[src/rtl/riscv_pkg.sv]
// Shared RV32I definitions: bubble instruction, major opcodes and the fetch FSM encoding.
package riscv_pkg;

    localparam logic [31:0] NOP_INSTR = 32'h0000_0013;

    localparam logic [6:0] OP_LUI    = 7'b0110111;
    localparam logic [6:0] OP_AUIPC  = 7'b0010111;
    localparam logic [6:0] OP_JAL    = 7'b1101111;
    localparam logic [6:0] OP_JALR   = 7'b1100111;
    localparam logic [6:0] OP_BRANCH = 7'b1100011;
    localparam logic [6:0] OP_LOAD   = 7'b0000011;
    localparam logic [6:0] OP_STORE  = 7'b0100011;
    localparam logic [6:0] OP_IMM    = 7'b0010011;
    localparam logic [6:0] OP_REG    = 7'b0110011;
    localparam logic [6:0] OP_FENCE  = 7'b0001111;
    localparam logic [6:0] OP_SYSTEM = 7'b1110011;

    typedef enum logic [1:0] {
        IDLE  = 2'd0,
        FETCH = 2'd1,
        DRAIN = 2'd2,
        HOLD  = 2'd3
    } fetch_state_t;

    function automatic logic [31:0] word_align(input logic [31:0] addr);
        return addr & 32'hFFFF_FFFC;
    endfunction

endpackage

[src/rtl/fetch_unit_if_id_reg.sv]
// IF/ID pipeline register: reset > flush (bubble) > stall (hold) > load > bubble.
module if_id_reg #(
    parameter logic [31:0] BUBBLE_INSTR = 32'h0000_0013
) (
    input  logic        clk,
    input  logic        rst_n,
    input  logic        flush,
    input  logic        stall,
    input  logic        load_en,
    input  logic [31:0] load_instr,
    input  logic [31:0] load_pc,
    input  logic [31:0] load_pc_plus4,
    output logic [31:0] instr,
    output logic [31:0] pc,
    output logic [31:0] pc_plus4,
    output logic        valid
);
    import riscv_pkg::*;

    always_ff @(posedge clk) begin
        if (!rst_n) begin
            instr    <= BUBBLE_INSTR;
            pc       <= 32'd0;
            pc_plus4 <= 32'd0;
            valid    <= 1'b0;
        end else if (flush) begin
            instr <= BUBBLE_INSTR;
            valid <= 1'b0;
        end else if (stall) begin
            instr <= instr;
            valid <= valid;
        end else if (load_en) begin
            instr    <= load_instr;
            pc       <= load_pc;
            pc_plus4 <= load_pc_plus4;
            valid    <= 1'b1;
        end else begin
            // Nothing delivered this cycle: the PC fields are left as they were.
            instr <= BUBBLE_INSTR;
            valid <= 1'b0;
        end
    end

endmodule

[src/rtl/fetch_unit.sv]
// RV32I instruction fetch: PC, request/ack memory port, one-entry skid buffer, IF/ID register.
module fetch_unit #(
    parameter logic [31:0] RESET_PC  = 32'h0000_0000,
    parameter logic [31:0] NOP_INSTR = riscv_pkg::NOP_INSTR
) (
    input  logic        clk,
    input  logic        rst_n,
    input  logic        stall_f,
    input  logic        flush_d,
    input  logic        redirect_en,
    input  logic [31:0] redirect_pc,
    output logic        imem_req,
    output logic [31:0] imem_addr,
    input  logic        imem_ack,
    input  logic [31:0] imem_rdata,
    output logic [31:0] instr_d,
    output logic [31:0] pc_d,
    output logic [31:0] pc_plus4_d,
    output logic        valid_d,
    output logic [6:0]  opcode_d,
    output logic [2:0]  funct3_d,
    output logic [6:0]  funct7_d
);
    import riscv_pkg::*;

    fetch_state_t state, state_nxt;
    logic [31:0]  pc_f, pc_f_nxt, pc_f_plus4;
    logic [31:0]  addr_nxt, skid_instr, skid_nxt, redirect_tgt;
    logic         req_nxt;
    logic         load_en;
    logic [31:0]  load_instr;

    assign redirect_tgt = word_align(redirect_pc);
    assign pc_f_plus4   = pc_f + 32'd4;

    always_ff @(posedge clk) begin
        if (!rst_n) begin
            state      <= IDLE;
            pc_f       <= RESET_PC;
            imem_req   <= 1'b0;
            imem_addr  <= RESET_PC;
            skid_instr <= NOP_INSTR;
        end else begin
            state      <= state_nxt;
            pc_f       <= pc_f_nxt;
            imem_req   <= req_nxt;
            imem_addr  <= addr_nxt;
            skid_instr <= skid_nxt;
        end
    end

    // pc_f always names the instruction being fetched or held in the skid buffer.
    always_comb begin
        state_nxt  = state;
        pc_f_nxt   = pc_f;
        req_nxt    = imem_req;
        addr_nxt   = imem_addr;
        skid_nxt   = skid_instr;
        load_en    = 1'b0;
        load_instr = skid_instr;
        unique case (state)
            IDLE: begin
                state_nxt = FETCH;
                req_nxt   = 1'b1;
                if (redirect_en) begin
                    pc_f_nxt = redirect_tgt;
                    addr_nxt = redirect_tgt;
                end else begin
                    addr_nxt = pc_f;
                end
            end
            FETCH: begin
                if (imem_ack) begin
                    if (redirect_en) begin
                        pc_f_nxt = redirect_tgt;
                        addr_nxt = redirect_tgt;
                    end else if (stall_f) begin
                        skid_nxt  = imem_rdata;
                        req_nxt   = 1'b0;
                        state_nxt = HOLD;
                    end else begin
                        load_en    = 1'b1;
                        load_instr = imem_rdata;
                        pc_f_nxt   = pc_f_plus4;
                        addr_nxt   = pc_f_plus4;
                    end
                end else if (redirect_en) begin
                    // The outstanding request cannot be aborted; wait it out in DRAIN.
                    pc_f_nxt  = redirect_tgt;
                    state_nxt = DRAIN;
                end
            end
            DRAIN: begin
                if (redirect_en) begin
                    pc_f_nxt = redirect_tgt;
                end
                if (imem_ack) begin
                    state_nxt = FETCH;
                    addr_nxt  = redirect_en ? redirect_tgt : pc_f;
                end
            end
            HOLD: begin
                if (redirect_en) begin
                    pc_f_nxt  = redirect_tgt;
                    addr_nxt  = redirect_tgt;
                    req_nxt   = 1'b1;
                    state_nxt = FETCH;
                end else if (!stall_f) begin
                    load_en   = 1'b1;
                    pc_f_nxt  = pc_f_plus4;
                    addr_nxt  = pc_f_plus4;
                    req_nxt   = 1'b1;
                    state_nxt = FETCH;
                end
            end
            default: state_nxt = IDLE;
        endcase
    end

    if_id_reg #(
        .BUBBLE_INSTR(NOP_INSTR)
    ) u_if_id (
        .clk          (clk),
        .rst_n        (rst_n),
        .flush        (flush_d),
        .stall        (stall_f),
        .load_en      (load_en),
        .load_instr   (load_instr),
        .load_pc      (pc_f),
        .load_pc_plus4(pc_f_plus4),
        .instr        (instr_d),
        .pc           (pc_d),
        .pc_plus4     (pc_plus4_d),
        .valid        (valid_d)
    );

    assign opcode_d = instr_d[6:0];
    assign funct3_d = instr_d[14:12];
    assign funct7_d = instr_d[31:25];

endmodule

[config.mk]
export PLATFORM = sky130hd
export DESIGN_NAME = fetch_unit
export DESIGN_NICKNAME = d
export VERILOG_FILES = /design/src/rtl/riscv_pkg.sv /design/src/rtl/fetch_unit_if_id_reg.sv /design/src/rtl/fetch_unit.sv
export SDC_FILE = /design/constraint.sdc
export NUM_CORES = 1
export LEC_CHECK = 0
export CORE_MARGIN = 3
export CORE_UTILIZATION = 45
export DETAILED_ROUTE_END_ITERATION = 7
export PLACE_DENSITY = 0.84
export SETUP_SLACK_MARGIN = 0.3
export SLEW_MARGIN = 20
export SYNTH_ARGS = -nofsm -noshare
export SYNTH_HDL_FRONTEND = slang
export SYNTH_HIERARCHICAL = 1
export SYNTH_SLANG_ARGS = --single-unit
export TNS_END_PERCENT = 1
[constraint.sdc]
create_clock -name clk -period 7.7 [get_ports clk]
set_clock_uncertainty 0.05 [all_clocks]
set_input_delay 2.31 -clock clk [delete_from_list [all_inputs] [get_ports clk]]
set_output_delay 2.31 -clock clk [all_outputs]
set_load 0.1 [all_outputs]
==> reports/qor.json <==
{
  "worstHoldPathCells": 2,
  "wire_length_of_the_first_global_routing_pass_mm": 43.9,
  "outcome": "completed",
  "synth-edff-count": 0,
  "hold_viol": 0,
  "worst_ep_arrival_time_ps": 5470,
  "synthesis.instances": 1166,
  "grt.total_usage_pct": 22.5,
  "mappedNetlistNets": 1237,
  "die_height_um": 153,
  "start_util_pct": 46.1,
  "crit_path_start_kind": "primary input",
  "final_cycle_utilization_of_the_critical_path_pct": 67.1,
  "timing.final.setup_violations": 0,
  "via_count_of_the_first_global_routing_pass": 8657,
  "power.static_leakage_nw": 4.23,
  "fill_cells": 1865,
  "clock_tree.buffer_depth": 2,
  "main_combinational_cell_family_by_area_after_synthesis": "simple AND/OR/NAND/NOR gates",
  "synth_compound_area_share_pct": 10.5,
  "synth_seq_area_share_pct": 40.1,
  "swShare_pct": 30.3,
  "die_width_um": 153,
  "layout-area-overhead-vs-synth_pct": 25.6,
  "post_synth_mux_area_share_pct": 10.8,
  "dieArea_mm2": 0.0235,
  "initial_antenna_violation_count": 0,
  "grt_start_max_net_pins": 98,
  "critical_path_class": "in2reg",
  "post_synth.cell_area_avg_um2": 8.39,
  "io_buffer_count": 214,
  "routed-via-count": 8801,
  "vias_per_cell": 5.56,
  "synthSimpleGateAreaFrac_pct": 24.3,
  "slew_viol_final": 0,
  "tritoncts": "built",
  "post_route_cells_drive_above_1_share_pct": 7.73,
  "last_weighted_congestion_value_of_the_routability_driven_placer": 0.843,
  "cts_repair_resize_count": 0,
  "unrepaired_setup_endpoints_after_global_routing": "false",
  "post-dp-hpwl_mm": 18.0,
  "worst_skew_pair.late_latency_ps": 430,
  "ctsRootBufferMaster": "sky130_fd_sc_hd__clkbuf_16",
  "synth-main-ff-cell": "sky130_fd_sc_hd__dfxtp_1",
  "cp.required_ps": 8010,
  "synth_adder_area_share_pct": 0.128,
  "mappedNetlistArea_mm2": 0.00978,
  "post_drt_wl_per_cell_um": 17.4,
  "yosysWarningCount": 6,
  "ctsHoldBuffers": 0,
  "placedCellCount": 1548,
  "headroom_to_the_max_slew_limit_pct": 26.3,
  "post_synth_num_cell_types": 65,
  "yosys.area_share.xor_xnor_pct": 6.63,
  "critical_path.max_fanout": 34,
  "postRouteAntennaNets": 0,
  "ir_drop_uv": 143,
  "clock_sink_count": 196,
  "worst_pin_slew_ps": 1100,
  "power_density_mw_per_mm2": 193,
  "postCtsSetupBuffers": 0,
  "num-nets-final": 1364,
  "fin_worst_hold_slack_ps": 406,
  "power_frac_comb_pct": 15.4,
  "timing.hold.worst.class": "reg2reg",
  "top_level_ports": 217,
  "worstSetupEndpointType": "register",
  "p_sw_uw": 717,
  "seq_power_share_pct": 45.9,
  "drt_first_iter_violations": 674,
  "power_mw": 2.37,
  "globalRouteOverflowTotal": 0,
  "firstDrtPassIters": 5,
  "number_of_rows_created_at_floorplan": 53,
  "drc": 0,
  "synthArstFlopShare_pct": 0,
  "synth.ff_latch_count": 196,
  "design.core.area_mm2": 0.0212,
  "highest_attainable_clock_frequency_ghz": 0.194,
  "post-route-min-period_ps": 5170,
  "power_report.internal_total_mw": 1.65,
  "cell_count_of_the_worst_reg_to_reg_path": 8,
  "final.setup.tns_ps": 0,
  "cts_buffers": 17,
  "finalNonFillerCells": 1582,
  "cts_htree_levels": 4,
  "finalWirelength_mm": 27.6,
  "cap_violations": 0,
  "clockPowerShare_pct": 38.7,
  "clk_pin_slew_worst_paths_ps": 80
}
-- worst paths after layout --
kind | start | to | slack (ps)
setup / recovery | imem_ack | u_if_id/pc_plus4[23]$_SDFFE_PN0P_ | 2530
hold / removal | skid_instr[9]$_SDFFE_PN0P_ | skid_instr[9]$_SDFFE_PN0P_ | 410
setup reg to reg | state[1]$_SDFFE_PN0P_ | u_if_id/pc_plus4[23]$_SDFFE_PN0P_ | 4550
hold reg to reg | skid_instr[9]$_SDFFE_PN0P_ | skid_instr[9]$_SDFFE_PN0P_ | 410
-- routing by layer --
metal	part of all wire [%]	global-route usage [%]	vias to the layer above
li1	-	-	4204
met1	41	28.3	4143
met2	47	37.2	417
met3	9.7	7.19	37
met4	2.0	6.48	0
met5	0	0	-
-- cells in the mapped netlist (2+ instances only) --
cell	number	area, µm²
sky130_fd_sc_hd__xnor2_1	33	289
sky130_fd_sc_hd__a31oi_1	5	31.3
sky130_fd_sc_hd__buf_4	24	180
sky130_fd_sc_hd__nor2b_1	7	43.8
sky130_fd_sc_hd__a21oi_1	94	470
sky130_fd_sc_hd__o21a_1	2	15.0
sky130_fd_sc_hd__o21ai_1	3	15.0
sky130_fd_sc_hd__o311ai_0	2	17.5
sky130_fd_sc_hd__o31ai_1	4	30.0
sky130_fd_sc_hd__a211oi_1	3	22.5
sky130_fd_sc_hd__nand3_1	40	200
sky130_fd_sc_hd__a221oi_1	9	78.8
sky130_fd_sc_hd__a21o_1	2	15.0
sky130_fd_sc_hd__dfxtp_1	196	3920
sky130_fd_sc_hd__nand4_1	21	131
sky130_fd_sc_hd__nor4_1	3	18.8
sky130_fd_sc_hd__nand3_2	2	20.0
sky130_fd_sc_hd__o2111ai_1	4	35.0
sky130_fd_sc_hd__nand2b_1	19	119
sky130_fd_sc_hd__clkbuf_1	45	169
sky130_fd_sc_hd__o21ai_0	26	130
sky130_fd_sc_hd__nor3b_1	5	37.5
sky130_fd_sc_hd__mux2_2	32	360
sky130_fd_sc_hd__nor3_1	2	10.0
sky130_fd_sc_hd__nand2_1	290	1090
sky130_fd_sc_hd__and4_1	7	61.3
sky130_fd_sc_hd__o211ai_1	5	37.5
sky130_fd_sc_hd__nand3b_1	29	218
sky130_fd_sc_hd__buf_12	7	140
sky130_fd_sc_hd__inv_1	5	18.8
sky130_fd_sc_hd__and2_1	10	62.6
sky130_fd_sc_hd__nor2_1	28	105
sky130_fd_sc_hd__buf_2	34	170
sky130_fd_sc_hd__or3_1	5	31.3
sky130_fd_sc_hd__a22o_1	3	26.3
sky130_fd_sc_hd__mux2i_1	70	701
sky130_fd_sc_hd__buf_1	9	33.8
sky130_fd_sc_hd__and3_1	12	75.1
sky130_fd_sc_hd__xor2_1	41	359
sky130_fd_sc_hd__o22ai_1	2	12.5
sky130_fd_sc_hd__nor3_2	2	20.0
-- logic make-up (layout without fill, tap and decap cells) --
family,count (synthesis),after routing
DFF,196,196
xor gates and xnor gates,74,74
muxes,102,102
other,0,1
buffers and inverters,127,267
adders and majority gates,1,1
AOI/OAI and AO/OA,173,173
and+or+nand+nor,493,493
-- layout make-up --
cell class              count  area, µm²  area share (%)
diodes                      1       2.50          0.0204
clock buffers              17        425            3.46
clock inverters            15        171            1.40
inverters                   6       22.5           0.183
multi-input cells         843       5140            41.8
flip-flops and latches    196       3920            31.9
well taps                 275        344            2.80
repair buffers            229       2250            18.4
-- power groups by stage --
stage          clock network [mW]  logic [mW]  registers (mW)
6_report                    0.916       0.365            1.09
5_1_grt                     0.963       0.387            1.09
4_1_cts                     0.926       0.365            1.09
3_5_place_dp                    0       0.363            1.11
3_3_place_gp                    0       0.358            1.11
2_1_floorplan                   0       0.155            1.20
-- cells in the final DEF, fill, tap and decap left out, types with 3 or more instances in the layout --
cell type	Yosys	routed
sky130_fd_sc_hd__a211oi_1	3	3
sky130_fd_sc_hd__a21oi_1	94	93
sky130_fd_sc_hd__a221oi_1	9	9
sky130_fd_sc_hd__a22o_1	3	3
sky130_fd_sc_hd__a31oi_1	5	5
sky130_fd_sc_hd__and2_1	10	10
sky130_fd_sc_hd__and3_1	12	12
sky130_fd_sc_hd__and4_1	7	7
sky130_fd_sc_hd__buf_4	24	15
sky130_fd_sc_hd__clkbuf_16	0	17
sky130_fd_sc_hd__clkdlybuf4s50_1	0	211
sky130_fd_sc_hd__clkinv_4	0	4
sky130_fd_sc_hd__dfxtp_1	196	196
sky130_fd_sc_hd__inv_1	5	5
sky130_fd_sc_hd__inv_8	0	3
sky130_fd_sc_hd__mux2_2	32	32
sky130_fd_sc_hd__mux2i_1	70	70
sky130_fd_sc_hd__nand2_1	290	290
sky130_fd_sc_hd__nand2b_1	19	18
sky130_fd_sc_hd__nand3_1	40	40
sky130_fd_sc_hd__nand3b_1	29	29
sky130_fd_sc_hd__nand4_1	21	21
sky130_fd_sc_hd__nor2_1	28	26
sky130_fd_sc_hd__nor2b_1	7	7
sky130_fd_sc_hd__nor3b_1	5	5
sky130_fd_sc_hd__nor4_1	3	3
sky130_fd_sc_hd__o2111ai_1	4	4
sky130_fd_sc_hd__o211ai_1	5	5
sky130_fd_sc_hd__o21ai_0	26	26
sky130_fd_sc_hd__o21ai_1	3	3
sky130_fd_sc_hd__o31ai_1	4	4
sky130_fd_sc_hd__or3_1	5	5
sky130_fd_sc_hd__xnor2_1	33	33
sky130_fd_sc_hd__xor2_1	41	41
-- worst max-delay path: stages --
cell                              delay, ps
sky130_fd_sc_hd__clkdlybuf4s50_1        580
sky130_fd_sc_hd__nor2_1                 150
sky130_fd_sc_hd__or3b_2                 600
sky130_fd_sc_hd__nor2_2                 120
sky130_fd_sc_hd__buf_4                  360
sky130_fd_sc_hd__nor3b_4                240
sky130_fd_sc_hd__buf_4                  470
sky130_fd_sc_hd__buf_12                 320
sky130_fd_sc_hd__mux2i_1                250
-- registers in the layout, indices dropped and copies added, names as in the netlist --
signal / count
u_if_id/pc: 32
u_if_id/valid: 1
imem_addr: 32
u_if_id/instr: 32
pc_f: 32
imem_req: 1
u_if_id/pc_plus4: 32
skid_instr: 32
state: 2
-- stage by stage --
stage,utilization [%],area [µm²],worst slack (ps)
final,57.9,12300,2530
after global routing,57.9,12300,2380
after CTS,57.8,12300,2420
after detailed placement,55.0,11700,1980
after global placement,54.9,11700,2070
after floorplan,-,9780,3660
Note: power is estimated with default switching activity, not from simulation.
